<file path="config.mk">
export PLATFORM = sky130hd
export DESIGN_NAME = pdu_uart_mmio_sched_flat
export DESIGN_NICKNAME = d
export VERILOG_FILES = /design/src/rtl/pdu_uart_mmio_sched_if.sv /design/src/rtl/pdu_uart_mmio_sched.sv /design/src/flat_wrapper.sv
export SDC_FILE = /design/constraint.sdc
export NUM_CORES = 1
export LEC_CHECK = 0
export CAP_MARGIN = 20
export CORE_ASPECT_RATIO = 0.6
export CORE_MARGIN = 8
export CORE_UTILIZATION = 39
export DETAILED_ROUTE_END_ITERATION = 10
export MAX_ROUTING_LAYER = met4
export PLACE_DENSITY = 0.79
export SLEW_MARGIN = 15
export SYNTH_ARGS = -nofsm -noshare
export SYNTH_HDL_FRONTEND = slang
export SYNTH_SLANG_ARGS = --single-unit
</file>
<file path="constraint.sdc">
create_clock -name sys_clk -period 3.85 [get_ports sys_clk]
set_clock_uncertainty 0.05 [all_clocks]
set_input_delay 0.77 -clock sys_clk [delete_from_list [all_inputs] [get_ports sys_clk]]
set_output_delay 0.77 -clock sys_clk [all_outputs]
set_load 0.005 [all_outputs]
</file>
<file path="src/rtl/pdu_uart_mmio_sched_if.sv">
// MMIO bus between the UART scheduler (master) and the UART register block (slave).
// One access per cycle: mmio_we=1 is a write of mmio_wdata to mmio_addr,
// mmio_we=0 is a read whose data comes back combinationally on mmio_rdata.
interface pdu_uart_mmio_sched_if;
    logic [31:0] mmio_addr;
    logic [31:0] mmio_wdata;
    logic        mmio_we;
    logic [31:0] mmio_rdata;

    modport master (
        output mmio_addr,
        output mmio_wdata,
        output mmio_we,
        input  mmio_rdata
    );

    modport slave (
        input  mmio_addr,
        input  mmio_wdata,
        input  mmio_we,
        output mmio_rdata
    );
endinterface

</file>
<file path="src/rtl/pdu_uart_mmio_sched.sv">
// PDU UART register-port master: shares one MMIO port between a TX byte stream
// and an RX byte stream and runs the UART register handshakes for both.
//
// Handshakes: a byte moves on tx (requester -> scheduler) or rx
// (scheduler -> consumer) in exactly the cycles where valid & ready are both 1
// at the rising clock edge. tx_ready is only raised in IDLE when TX wins
// arbitration and depends combinationally on tx_valid; rx_valid holds the byte
// stable until rx_ready takes it.
module pdu_uart_mmio_sched #(
    parameter logic [31:0] UART_BASE   = 32'h0000_8000,
    parameter int          ACK_TIMEOUT = 1024,
    parameter int          RX_POLL_GAP = 16
) (
    input  logic                         sys_clk,
    input  logic                         sys_rst_n,
    input  logic                         tx_valid,
    input  logic [7:0]                   tx_data,
    output logic                         tx_ready,
    output logic                         tx_err,
    output logic                         rx_valid,
    output logic [7:0]                   rx_data,
    input  logic                         rx_ready,
    pdu_uart_mmio_sched_if.master        mmio,
    output logic                         busy,
    output logic [3:0]                   state_dbg
);

    localparam logic [31:0] OFF_RX_RDY  = 32'h00;
    localparam logic [31:0] OFF_RX_DATA = 32'h04;
    localparam logic [31:0] OFF_RX_ACK  = 32'h08;
    localparam logic [31:0] OFF_TX_ACK  = 32'h10;
    localparam logic [31:0] OFF_TX_DATA = 32'h14;
    localparam logic [31:0] OFF_TX_RDY  = 32'h18;

    localparam int TMO_W = $clog2(ACK_TIMEOUT + 1);
    localparam int GAP_W = $clog2(RX_POLL_GAP + 1);
    localparam logic [TMO_W-1:0] TMO_LAST = TMO_W'(ACK_TIMEOUT - 1);
    localparam logic [TMO_W-1:0] TMO_SAT  = TMO_W'(ACK_TIMEOUT);
    localparam logic [GAP_W-1:0] GAP_LOAD = GAP_W'(RX_POLL_GAP - 1);

    typedef enum logic [3:0] {
        S_INIT_TX, S_INIT_RX, S_IDLE,
        S_TX_WR, S_TX_SET, S_TX_POLL, S_TX_CLR,
        S_RX_POLL, S_RX_RD, S_RX_SET, S_RX_CLR
    } state_t;

    state_t            state, state_next;
    logic [7:0]        tx_buf;
    logic              last_grant_rx;
    logic [GAP_W-1:0]  poll_cnt;
    logic [TMO_W-1:0]  tmo_cnt;
    logic              grant_tx, grant_rx, tmo_fire;
    logic              unused_rdata;

    // Only bits [7:0] of a read carry meaning for this block.
    assign unused_rdata = ^mmio.mmio_rdata[31:8];

    // Arbitration in IDLE: alternate on a tie, otherwise the lone requester wins.
    always_comb begin
        grant_tx = 1'b0;
        grant_rx = 1'b0;
        if (state == S_IDLE) begin
            if (tx_valid && !rx_valid && poll_cnt == '0) begin
                grant_tx = last_grant_rx;
                grant_rx = !last_grant_rx;
            end else begin
                grant_tx = tx_valid;
                grant_rx = !rx_valid && poll_cnt == '0;
            end
        end
    end

    // Next state and Moore-decoded MMIO access for the current state.
    always_comb begin
        state_next      = state;
        mmio.mmio_addr  = UART_BASE + OFF_RX_RDY;
        mmio.mmio_wdata = 32'h0;
        mmio.mmio_we    = 1'b0;
        tmo_fire        = 1'b0;
        case (state)
            S_INIT_TX: begin
                mmio.mmio_addr = UART_BASE + OFF_TX_RDY;
                mmio.mmio_we   = 1'b1;
                state_next     = S_INIT_RX;
            end
            S_INIT_RX: begin
                mmio.mmio_addr = UART_BASE + OFF_RX_ACK;
                mmio.mmio_we   = 1'b1;
                state_next     = S_IDLE;
            end
            S_IDLE: begin
                if (grant_tx)      state_next = S_TX_WR;
                else if (grant_rx) state_next = S_RX_POLL;
            end
            S_TX_WR: begin
                mmio.mmio_addr  = UART_BASE + OFF_TX_DATA;
                mmio.mmio_wdata = {24'h0, tx_buf};
                mmio.mmio_we    = 1'b1;
                state_next      = S_TX_SET;
            end
            S_TX_SET: begin
                mmio.mmio_addr  = UART_BASE + OFF_TX_RDY;
                mmio.mmio_wdata = 32'h1;
                mmio.mmio_we    = 1'b1;
                state_next      = S_TX_POLL;
            end
            S_TX_POLL: begin
                mmio.mmio_addr = UART_BASE + OFF_TX_ACK;
                if (mmio.mmio_rdata[0]) begin
                    state_next = S_TX_CLR;
                end else if (tmo_cnt == TMO_LAST) begin
                    tmo_fire   = 1'b1;
                    state_next = S_TX_CLR;
                end
            end
            S_TX_CLR: begin
                mmio.mmio_addr = UART_BASE + OFF_TX_RDY;
                mmio.mmio_we   = 1'b1;
                state_next     = S_IDLE;
            end
            S_RX_POLL: begin
                state_next = mmio.mmio_rdata[0] ? S_RX_RD : S_IDLE;
            end
            S_RX_RD: begin
                mmio.mmio_addr = UART_BASE + OFF_RX_DATA;
                state_next     = S_RX_SET;
            end
            S_RX_SET: begin
                mmio.mmio_addr  = UART_BASE + OFF_RX_ACK;
                mmio.mmio_wdata = 32'h1;
                mmio.mmio_we    = 1'b1;
                state_next      = S_RX_CLR;
            end
            S_RX_CLR: begin
                mmio.mmio_addr = UART_BASE + OFF_RX_ACK;
                mmio.mmio_we   = 1'b1;
                state_next     = S_IDLE;
            end
            default: state_next = S_INIT_TX;
        endcase
    end

    // State register; reset restarts with the INIT writes that clear stale UART handshake bits.
    always_ff @(posedge sys_clk or negedge sys_rst_n) begin
        if (!sys_rst_n) state <= S_INIT_TX;
        else            state <= state_next;
    end

    // Accepted TX byte and the fairness bit; empty RX polls also count as RX grants.
    always_ff @(posedge sys_clk or negedge sys_rst_n) begin
        if (!sys_rst_n) begin
            tx_buf        <= 8'h00;
            last_grant_rx <= 1'b1;
        end else begin
            if (grant_tx) begin
                tx_buf        <= tx_data;
                last_grant_rx <= 1'b0;
            end else if (grant_rx) begin
                last_grant_rx <= 1'b1;
            end
        end
    end

    // RX poll spacing: reload after an empty poll, count down to zero every cycle.
    always_ff @(posedge sys_clk or negedge sys_rst_n) begin
        if (!sys_rst_n)                                       poll_cnt <= '0;
        else if (state == S_RX_POLL && !mmio.mmio_rdata[0])   poll_cnt <= GAP_LOAD;
        else if (poll_cnt != '0)                              poll_cnt <= poll_cnt - 1'b1;
    end

    // TX_ACK wait counter: cleared entering TX_SET, saturating count of TX_POLL cycles.
    always_ff @(posedge sys_clk or negedge sys_rst_n) begin
        if (!sys_rst_n)                                  tmo_cnt <= '0;
        else if (state_next == S_TX_SET)                 tmo_cnt <= '0;
        else if (state == S_TX_POLL && tmo_cnt != TMO_SAT) tmo_cnt <= tmo_cnt + 1'b1;
    end

    // One-cycle drop pulse, visible in the TX_CLR cycle that follows the last failed poll.
    always_ff @(posedge sys_clk or negedge sys_rst_n) begin
        if (!sys_rst_n) tx_err <= 1'b0;
        else            tx_err <= tmo_fire;
    end

    // Received byte holding register; RX is not eligible while it is full.
    always_ff @(posedge sys_clk or negedge sys_rst_n) begin
        if (!sys_rst_n) begin
            rx_valid <= 1'b0;
            rx_data  <= 8'h00;
        end else if (state == S_RX_RD) begin
            rx_valid <= 1'b1;
            rx_data  <= mmio.mmio_rdata[7:0];
        end else if (rx_valid && rx_ready) begin
            rx_valid <= 1'b0;
        end
    end

    assign tx_ready  = grant_tx;
    assign busy      = (state != S_IDLE);
    assign state_dbg = state;

endmodule

</file>
<file path="src/flat_wrapper.sv">
// flat-port wrapper written by rule: the top's interface ports become plain ports
module pdu_uart_mmio_sched_flat 
#(
    parameter logic [31:0] UART_BASE   = 32'h0000_8000,
    parameter int          ACK_TIMEOUT = 1024,
    parameter int          RX_POLL_GAP = 16
)
  (sys_clk, sys_rst_n, tx_valid, tx_data, tx_ready, tx_err, rx_valid, rx_data, rx_ready, busy, state_dbg, mmio_mmio_addr, mmio_mmio_wdata, mmio_mmio_we, mmio_mmio_rdata);
  pdu_uart_mmio_sched_if mmio_i ();
  input  logic sys_clk;
  input  logic sys_rst_n;
  input  logic tx_valid;
  input  logic [7:0] tx_data;
  output logic tx_ready;
  output logic tx_err;
  output logic rx_valid;
  output logic [7:0] rx_data;
  input  logic rx_ready;
  output logic busy;
  output logic [3:0] state_dbg;
  output wire logic [$bits(mmio_i.mmio_addr)-1:0] mmio_mmio_addr;
  output wire logic [$bits(mmio_i.mmio_wdata)-1:0] mmio_mmio_wdata;
  output wire logic [$bits(mmio_i.mmio_we)-1:0] mmio_mmio_we;
  input wire logic [$bits(mmio_i.mmio_rdata)-1:0] mmio_mmio_rdata;
  assign mmio_mmio_addr = mmio_i.mmio_addr;
  assign mmio_mmio_wdata = mmio_i.mmio_wdata;
  assign mmio_mmio_we = mmio_i.mmio_we;
  assign mmio_i.mmio_rdata = mmio_mmio_rdata;
  pdu_uart_mmio_sched #(.UART_BASE(UART_BASE), .ACK_TIMEOUT(ACK_TIMEOUT), .RX_POLL_GAP(RX_POLL_GAP)) u_core (.sys_clk(sys_clk), .sys_rst_n(sys_rst_n), .tx_valid(tx_valid), .tx_data(tx_data), .tx_ready(tx_ready), .tx_err(tx_err), .rx_valid(rx_valid), .rx_data(rx_data), .rx_ready(rx_ready), .mmio(mmio_i), .busy(busy), .state_dbg(state_dbg));
endmodule
</file>
==> impl_results.md, run 1 <==
- Post-synth cell types: 47
- Top FF cell, synth: dfrtp_1
- Final min period: 3.37 ns
- Leakage power total: around 1.3 nW
- TritonRoute pass-1 iters: 4
- Final setup TNS: 0 ns
- Ports: 125
- Final Hold Fails: 0
- Status: finished, final reports clean
- Post-Syn Instances: approximately 250
- Critical Path Fanout Max: 20
- Switching pwr: 0.616 mW
- Cell area after layout: 0.00287 mm2
- RSZ-0062 raised after global routing: no
- Share of cells above drive strength 1: 11.4%
- Sequential share of power: 39.5%
- Worst min-delay path class: reg2reg
- First DRT Iteration DRCs: 112
- Synth Warn #: 0
- Via/cell ratio: 4.56
- Pwr Density: 629 mW/mm2
- Seq/Total Area, Yosys: 40.1%
- Via count: 1,739
- Vias in the first global route: 1,798
- Placer Congestion: around 0.78
- Final Max Tran Viols: 0
- Final number of setup-violating endpoints: 0
- Number of synthesized register bits: 39
- Die Area: 0.00911 mm2
- Drt wl/cell: 13.5 um
- First-pass GRT wire length: 8.95 mm
- TritonCTS clock tree: yes
- Inserted Diodes: 0
- Multi-input logic area: 0.00118 mm2
- Setup WS post-layout: 0.482 ns
- Port Buffers: 47
- Peak VDD IR: 0.278 mV
- Global Route Usage Sum: 12.2%
- Least-Margin Pin Slew: approximately 0.85 ns
- Initial antenna violation count: 0
- Root Buffer: clkbuf_8
- # Post-CTS Setup Buffers: 0
- Placed Cells: approximately 370
- Core area: 0.00608 mm2
- Filler instances: 571
- DRC Markers: 0
- Top cells by count, synth: 54 x buf_4, 38 x dfrtp_1, 18 x nand2_1, 12 x nor2_1, 9 x mux2_2
- Post-Syn Area: approximately 0.0024 mm2
- Pint: 1.19 mW
- Largest net degree at the start of global routing: 40
- Die Ht: about 77 um
- CP endpoint kind: output pin
- Switching Fraction: 34.2%
- CTS clk-pin slew, worst paths: roughly 0.080 ns
- Clk buf depth: 2
- Setup crit start kind: flop
- Tcrit/Tclk final: 87.5%
- Critical path arrival: 2.55 ns
- Post-DP Area: around 0.0028 mm2
- Fin nets: 344
- Post-synth EDFFs: 0
- Post-route antenna net violation count: 0
- Final Non-Filler Cells: 381
- Die width: 118 um
- Fmax: slightly below 0.3 GHz
- Starting Density: 40.0%
- Setup Crit Path Kind: reg2out
- Mean Syn Cell Area: 9.78 um2
- DPL Wire Length: 4.00 mm
- Rows: 22
- # Max-Cap Violations: 0
- Tot Pwr: 1.80 mW
- Post-synth top area share: 39.0%
- Resized Gates After CTS: 0
- TritonCTS buffer count: 5
- Total gr overflow: 0
- Comb power frac: between 40 and 50%
- Worst path required time: 3.03 ns
- Final wirelength: just over 5 mm
- Skew-Pair Late Insertion Delay: 0.30 ns
- Synth top area cells: dfrtp_1 39%, buf_4 17%, mux2_4 4.9%, mux2_2 4.2%, nand2_1 2.8%
- P&R area growth vs syn: 17.7%
- Area leader, netlist: dfrtp_1
- Clk sink count: 39
- Max transition margin: 43.3%
- Async SR Flop Fraction: 100%
- Hold_buf cts: 0
- Clock network power share: 14.9%
- H-tree depth: 2
- Sequential cell area: 977 um2
- Most frequent cell after synthesis: buf_4
- Dpl ws: 0.800 ns
-- cell usage in the layout, fill, tap and decap left out, types with 7 or more instances in the layout --
cell / synthesis / final
clkdlybuf4s50_1: 0 / 46
o21ai_0: 8 / 8
and2_1: 7 / 7
nor3_1: 8 / 8
nor2_1: 12 / 12
nand2_1: 18 / 18
conb_1: 2 / 53
inv_1: 7 / 7
mux2_2: 9 / 9
dfrtp_1: 38 / 38
mux2_4: 8 / 8
-- worst paths after layout --
check | cells after the start | endpoint | from | slack, ns
worst max-delay path | 4 | tx_ready | u_core.state_dbg[1] | 0.48
worst min-delay path | 1 | u_core.rx_data[3] | u_core.rx_data[3] | 0.46
worst max register to register | 7 | u_core.tx_buf[2] | u_core.poll_cnt[0] | 1.50
worst min register to register | 1 | u_core.rx_data[3] | u_core.rx_data[3] | 0.46
max in group asynchronous | 1 | u_core.poll_cnt[3] | sys_rst_n | 2.68
min in group asynchronous | 1 | u_core.rx_data[3] | sys_rst_n | 0.53
-- final cells by class --
type | count | area share [%]
clock inverter | 2 | 0.480
clock buffer | 6 | 2.53
tap | 84 | 3.66
sequential | 39 | 34.1
multi-input combinational | 193 | 41.3
timing repair buffer | 50 | 17.0
inverter | 7 | 0.916
-- flip-flops by register name, indices dropped and copies added (netlist names) --
signal                cells
u_core.last_grant_rx      1
u_core.tmo_cnt           11
u_core.tx_err             1
u_core.tx_buf             8
u_core.state_dbg          4
u_core.rx_data            8
u_core.poll_cnt           5
u_core.rx_valid           1
-- cells by family (layout without fill, tap and decap cells) --
logic type | after synthesis | count (layout) | synth area share [%]
compound gates | 28 | 28 | 7.40
mux | 17 | 17 | 9.09
flops | 39 | 39 | 40.1
fa+ha+maj | 4 | 4 | 2.05
other cells | 2 | 53 | 0.308
buf+inv | 68 | 65 | 19.1
simple gates | 84 | 84 | 19.4
xor+xnor | 7 | 7 | 2.52
-- power groups by stage --
stage	clock (mW)	combinational, mW	sequential, mW
after floorplan	0	0.553	0.646
after global placement	0	0.806	0.708
after detailed placement	0	0.835	0.714
after CTS	0.281	0.836	0.712
after global routing	0.299	0.910	0.743
final	0.269	0.822	0.713
-- critical path, stage by stage, from the launching register on --
cell             delay, ns
dfrtp_1               0.69
or4b_4                0.55
or3b_1                0.42
inv_1                 0.08
clkdlybuf4s50_1       0.51
-- per-stage QoR --
stage	hold WS (ns)	utilization [%]
2_1_floorplan	0.423	-
3_3_place_gp	0.438	45.7
3_5_place_dp	0.438	45.7
4_1_cts	0.463	47.1
5_1_grt	0.480	47.1
6_report	0.458	47.1
-- layer usage --
metal	part of all wire (%)	vias up	global-route usage, %
met2	45	59	17.7
met1	46	831	15.3
li1	-	841	-
met3	6.8	8	3.58
met4	2.0	0	6.10
met5	0	-	-
(Power assumes the default switching activity.)
==> inputs of run 2 (changes only) <==
==> constraint.sdc (replaced) <==
create_clock -name sys_clk -period 3.85 [get_ports sys_clk]
set_clock_uncertainty 0.05 [all_clocks]
set_input_delay 0.77 -clock sys_clk [delete_from_list [all_inputs] [get_ports sys_clk]]
set_output_delay 0.77 -clock sys_clk [all_outputs]
set_load 0.05 [all_outputs]
==> impl_results.md, run 2 (synthesis gave the netlist of run 1 again) <==
- Most flops, register: u_core.tmo_cnt
- TritonRoute pass-1 iters: 4 (unchanged)
- Largest net degree at the start of global routing: 40 (unchanged)
- Critical path arrival: 2.41 ns (-0.14 ns)
- CP most frequent cell: a21oi_1
- P&R area growth vs syn: 17.3%
- Final min period: 3.23 ns (-0.135 ns)
- Ports: 125 (unchanged)
- R2r setup slk: 1.53 ns (+0.03 ns)
- DPL Wire Length: 4.01 mm (+0.29%)
- Post-DP Area: 0.00276 mm2 (-0.81%)
- Die width: 118 um (unchanged)
- Fmax: 0.309 GHz (+4.2%)
- Total gr overflow: 0 (unchanged)
- CTS clk-pin slew, worst paths: 0.08 ns (about the same)
- Die Area: 0.00911 mm2 (unchanged)
- Critical Path Fanout Max: 20 (unchanged)
- Met1 usage: 13.3% (-2.0 points)
- R2r worst-path depth: 7 (unchanged)
- RSZ-0062 raised after global routing: no
- Die Ht: 77.2 um (unchanged)
- Root Buffer: clkbuf_8
- Hold_buf cts: 0 (unchanged)
- Worst path required time: 3.03 ns (about the same)
- Setup crit start kind: flop
- Worst min-delay path class: reg2reg
- # Post-CTS Setup Buffers: 0 (unchanged)
- Final number of setup-violating endpoints: 0 (unchanged)
- Max transition margin: 42.1% (-1.2 points)
- Resized Gates After CTS: 0 (unchanged)
- Final Hold Fails: 0 (unchanged)
- Clk buf depth: 2 (unchanged)
- Via count: 1,721 (-1.0%)
- Max reg flops: 11 (unchanged)
- Placer Congestion: 0.810 (+3.4%)
- Final setup TNS: 0 ns (unchanged)
- Least-Margin Pin Slew: 0.868 ns (+0.0181 ns)
- TritonCTS buffer count: 5 (unchanged)
- First DRT Iteration DRCs: 81 (-28%)
- Status: finished, final reports clean
- Met3 Track Usage GR: 3.36% (-0.22 points)
- Vias in the first global route: 1,771 (-1.5%)
- DRC Markers: 0 (unchanged)
- Leakage power total: 1.33 nW (+1.5%)
- Most common cell after layout, fill and taps aside: conb_1
- Commonest cells after routing, fill and taps aside: 53 x conb_1, 38 x dfrtp_1, 37 x clkdlybuf4s50_1, 18 x nand2_1
- Largest regs: u_core.tmo_cnt: 11 flops, u_core.rx_data: 8 flops, u_core.tx_buf: 8 flops
- Worst path cell trace: nor2b_1 > a211oi_1 > a21oi_1 > a21oi_1 > clkdlybuf4s50_1
- GR Layer Usage met2: 18.2% (+0.51 points)
- Rows: 22 (unchanged)
- TritonCTS clock tree: yes
- Peak VDD IR: 0.377 mV (+36%)
- First-pass GRT wire length: 8.45 mm (-5.6%)
- CP endpoint kind: output pin
- Hold Path Stages: 1 (unchanged)
- # Max-Cap Violations: 0 (unchanged)
- Final wirelength: 5.19 mm (+0.72%)
- Via/cell ratio: 4.52 (-1.0%)
- Setup Crit Path Kind: reg2out
- Tcrit/Tclk final: 84.0% (-3.5 points)
- Initial antenna violation count: 0 (unchanged)
- Busiest grt layer: met2
- Port Buffers: 47 (unchanged)
- Final Max Tran Viols: 0 (unchanged)
- Starting Density: 40.0% (unchanged)
- Post-route antenna net violation count: 0 (unchanged)
- Worst path slowest cell: clkdlybuf4s50_1
- Share of cells above drive strength 1: 14.8% (+3.4 points)
- Clk sink count: 39 (unchanged)
- Slowest cell delay on critical path: 0.84 ns (+0.15 ns)
- Core area: 0.00608 mm2 (unchanged)
- Drt wl/cell: 13.6 um (+0.72%)
- H-tree depth: 2 (unchanged)
- Skew-Pair Late Insertion Delay: 0.29 ns (about the same)
- Cell area after layout: 0.00286 mm2 (-0.35%)
- Inserted Diodes: 0 (unchanged)
- Pwr Density: 823 mW/mm2 (+31%)
- Fin nets: 344 (unchanged)
- Global Route Usage Sum: 11.4% (-0.80 points)
run 2: final cells by class:
type,instances,area (um2)
fillers,576,3230
repair buffers,50,465
clock inverters,2,16.3
clock buffers,6,82.6
inverters,7,26.3
multi-input cells,193,1180
flip-flops and latches,39,977
well taps,84,105
run 2: final timing paths:
kind	from	end
max	u_core.state_dbg[1]	mmio_mmio_we
min	u_core.rx_data[0]	u_core.rx_data[0]
max reg2reg	u_core.poll_cnt[0]	u_core.tx_buf[1]
min reg2reg	u_core.rx_data[0]	u_core.rx_data[0]
max in group asynchronous	sys_rst_n	u_core.tmo_cnt[4]
min in group asynchronous	sys_rst_n	u_core.rx_data[3]
run 2: where the power goes:
group          internal [mW]  total (mW)  switching [mW]
Clock                  0.146       0.292           0.146
Sequential             0.553       0.716           0.163
Combinational          0.496        1.34           0.848
run 2: routing by layer:
layer  wire (um)  vias up  part of all wire [%]
met5           0        -                     0
met4          82        0                   1.6
met3         285        8                   5.5
met2        2420       57                    47
met1        2400      821                    46
li1            -      835                     -
run 2: metrics by stage:
stage	power, mW	cells	hold WS, ns	utilization [%]	setup slack [ns]
4_1_cts	2.37	381	0.463	47.0	0.631
2_1_floorplan	1.74	300	0.423	-	0.591
5_1_grt	2.48	381	0.469	47.0	0.443
6_report	2.35	381	0.459	47.0	0.617
3_5_place_dp	2.07	373	0.441	45.4	0.941
3_3_place_gp	2.04	373	0.437	45.4	0.962
run 2: critical path, delay by kind of cell (launching register included):
kind | cells | cell delay, ns
buffers and inverters | 1 | 0.84
AOI/OAI and AO/OA | 3 | 0.45
and+or+nand+nor | 1 | 0.12
DFF | 1 | 0.71
==> inputs of run 3 (changes only) <==
--- a/config.mk
+++ b/config.mk
@@ -8,10 +8,10 @@
 export CAP_MARGIN = 20
 export CORE_ASPECT_RATIO = 0.6
 export CORE_MARGIN = 8
-export CORE_UTILIZATION = 39
+export CORE_UTILIZATION = 36
 export DETAILED_ROUTE_END_ITERATION = 10
 export MAX_ROUTING_LAYER = met4
-export PLACE_DENSITY = 0.79
+export PLACE_DENSITY = 0.77
 export SLEW_MARGIN = 15
 export SYNTH_ARGS = -nofsm -noshare
 export SYNTH_HDL_FRONTEND = slang
==> constraint.sdc (replaced) <==
create_clock -name sys_clk -period 2.6 [get_ports sys_clk]
set_clock_uncertainty 0.05 [all_clocks]
set_input_delay 0.52 -clock sys_clk [delete_from_list [all_inputs] [get_ports sys_clk]]
set_output_delay 0.52 -clock sys_clk [all_outputs]
set_load 0.05 [all_outputs]
==> impl_results.md, run 3 (synthesis gave the netlist of run 1 again) <==
- Hold_buf cts: 0 (unchanged)
- Max reg flops: 11 (unchanged)
- Clk buf depth: 2 (unchanged)
- Final min period: 2.52 ns
- Placer Congestion: 0.793 (-2.1%)
- Die Area: 0.00974 mm2 (+6.9%)
- Via/cell ratio: 4.60 (+1.8%)
- DRC Markers: 0 (unchanged)
- Post-route antenna net violation count: 0 (unchanged)
- Final Non-Filler Cells: 390 (+2.4%)
- Core area: 0.00662 mm2 (+8.8%)
- CP endpoint kind: output pin
- # Post-CTS Setup Buffers: 0 (unchanged)
- Final number of setup-violating endpoints: 0 (unchanged)
- Clk sink count: 39 (unchanged)
- Final Max Tran Viols: 0 (unchanged)
- Least-Margin Pin Slew: 0.645 ns (-0.223 ns)
- Final wirelength: 5.66 mm (+9.1%)
- Rows: 23 (+4.5%)
- Worst path required time: 2.03 ns (-1.00 ns)
- Root Buffer: clkbuf_16
- Tcrit/Tclk final: 96.8%
- H-tree depth: 2 (unchanged)
- Placed Cells: 382 (+2.4%)
- Die width: 122 um (+3.5%)
- Leakage power total: 1.43 nW (+7.5%)
- DPL Wire Length: 4.30 mm (+7.4%)
- Peak VDD IR: 0.752 mV (+99%)
- Fin nets: 350 (+1.7%)
- Largest regs: u_core.tmo_cnt: 11 flops, u_core.rx_data: 8 flops, u_core.tx_buf: 8 flops
- Sequential cell area: 981 um2 (+0.38%)
- P&R area growth vs syn: 28.5%
- Vias in the first global route: 1,812 (+2.3%)
- Critical Path Fanout Max: 3 (-85%)
- TritonCTS buffer count: 5 (unchanged)
- Initial antenna violation count: 0 (unchanged)
- CTS clk-pin slew, worst paths: 0.06 ns (-0.02 ns)
- First-pass GRT wire length: 9.22 mm (+9.1%)
- Ports: 125 (unchanged)
- Global Route Usage Sum: 12.4% (+0.93 points)
- Commonest cells after routing, fill and taps aside: 53 x conb_1, 35 x dfrtp_1, 32 x clkdlybuf4s50_1, 18 x nand2_1
- Fmax: slightly below 0.4 GHz
- TritonCTS clock tree: yes
- Critical path arrival: 1.95 ns (-0.46 ns)
- Port Buffers: 47 (unchanged)
- Pwr Density: 1300 mW/mm2 (+58%)
- TritonRoute pass-1 iters: 4 (unchanged)
- Worst min-delay path class: in2async
- Largest net degree at the start of global routing: 40 (unchanged)
- Status: finished, final reports clean
- Final Hold Fails: 0 (unchanged)
- Die Ht: 79.7 um (+3.2%)
- # Max-Cap Violations: 0 (unchanged)
- Inserted Diodes: 0 (unchanged)
- Via count: 1,793 (+4.2%)
- Max transition margin: 56.4% (+14 points)
- Setup Crit Path Kind: reg2out
- Multi-input logic area: 0.00120 mm2 (+1.7%)
- Most common cell after layout, fill and taps aside: conb_1
- Total gr overflow: 0 (unchanged)
- Most flops, register: u_core.tmo_cnt
- Skew-Pair Late Insertion Delay: 0.28 ns (about the same)
- Starting Density: 36.8% (-3.2 points)
- First DRT Iteration DRCs: 80 (-1.2%)
- Filler instances: 620 (+7.6%)
- Final setup TNS: 0 ns (unchanged)
- Share of cells above drive strength 1: 21.1% (+6.3 points)
- Drt wl/cell: 14.5 um (+6.5%)
- Setup crit start kind: flop
run 3: cell count changes in the layout (fill, tap and decap cells not counted), sizes merged:
cell | before | now
bufinv | 0 | 1
buf | 13 | 24
clkinv | 1 | 2
clkbuf | 6 | 5
inv | 7 | 6
clkdlybuf4s50 | 37 | 32
run 3: final timing paths:
path                       depth (start not counted)                  end          startpoint  slack, ns
setup / recovery                                   7             tx_ready  u_core.poll_cnt[0]       0.08
hold / removal                                     2    u_core.rx_data[4]           sys_rst_n       0.24
setup reg to reg                                   7     u_core.tx_buf[1]  u_core.poll_cnt[0]       0.49
hold reg to reg                                    1     u_core.tx_buf[3]    u_core.tx_buf[3]       0.46
max in group asynchronous                          2  u_core.state_dbg[2]           sys_rst_n       1.90
min in group sys_clk                               1     u_core.tx_buf[3]    u_core.tx_buf[3]       0.46
run 3: final cells by class:
| type | instances | area share [%] |
|---|---|---|
| Sequential cell | 39 | 31.3 |
| Inverter | 7 | 0.960 |
| Tap cell | 87 | 3.48 |
| Clock buffer | 5 | 4.00 |
| Multi-Input combinational cell | 193 | 38.5 |
| Clock inverter | 3 | 1.40 |
| Timing Repair Buffer | 56 | 20.3 |
run 3: layer usage:
layer  up-vias  global-route usage, %  routed length, um  part of all wire (%)
li1        853                      -                  -                     -
met1       846                   15.5               2480                    44
met2        87                   18.0               2610                    46
met3         7                   4.10                496                   8.8
met4         0                   5.08                 72                   1.3
met5         -                      -                  0                     0
run 3: per-stage QoR:
| step | instance area (um2) | hold slack [ns] | total power [mW] | setup WS, ns | utilization (%) |
|---|---|---|---|---|---|
| after floorplan | 2650 | 0.174 | 2.61 | -0.111 | - |
| after global placement | 2950 | 0.438 | 3.31 | 0.130 | 44.6 |
| after detailed placement | 2950 | 0.436 | 3.37 | 0.122 | 44.6 |
| after CTS | 3120 | 0.260 | 4.09 | 0.0270 | 47.2 |
| after global routing | 3130 | 0.284 | 4.30 | -0.0119 | 47.3 |
| final | 3130 | 0.236 | 4.07 | 0.0820 | 47.3 |
run 3: report_power, final:
group / total (mW) / switching [mW] / internal [mW]
Clock: 0.699 / 0.247 / 0.452
Combinational: 2.39 / 1.44 / 0.950
Sequential: 0.976 / 0.150 / 0.827
Total: 4.07 / 1.84 / 2.23
run 3: timing repair:
action,4_1_cts,5_1_grt
endpoints found under the hold margin,0,0
pin swaps,0,1
setup endpoints to repair,1,1
cloned,0,0
gates resized for setup,2,2
run 3: critical path, stage by stage, from the launching register on:
cell        delay [ns]
dfrtp_1           0.40
inv_2             0.08
ha_1              0.15
or4b_4            0.49
nor3_2            0.13
or3b_4            0.17
clkinvlp_4        0.07
buf_4             0.18
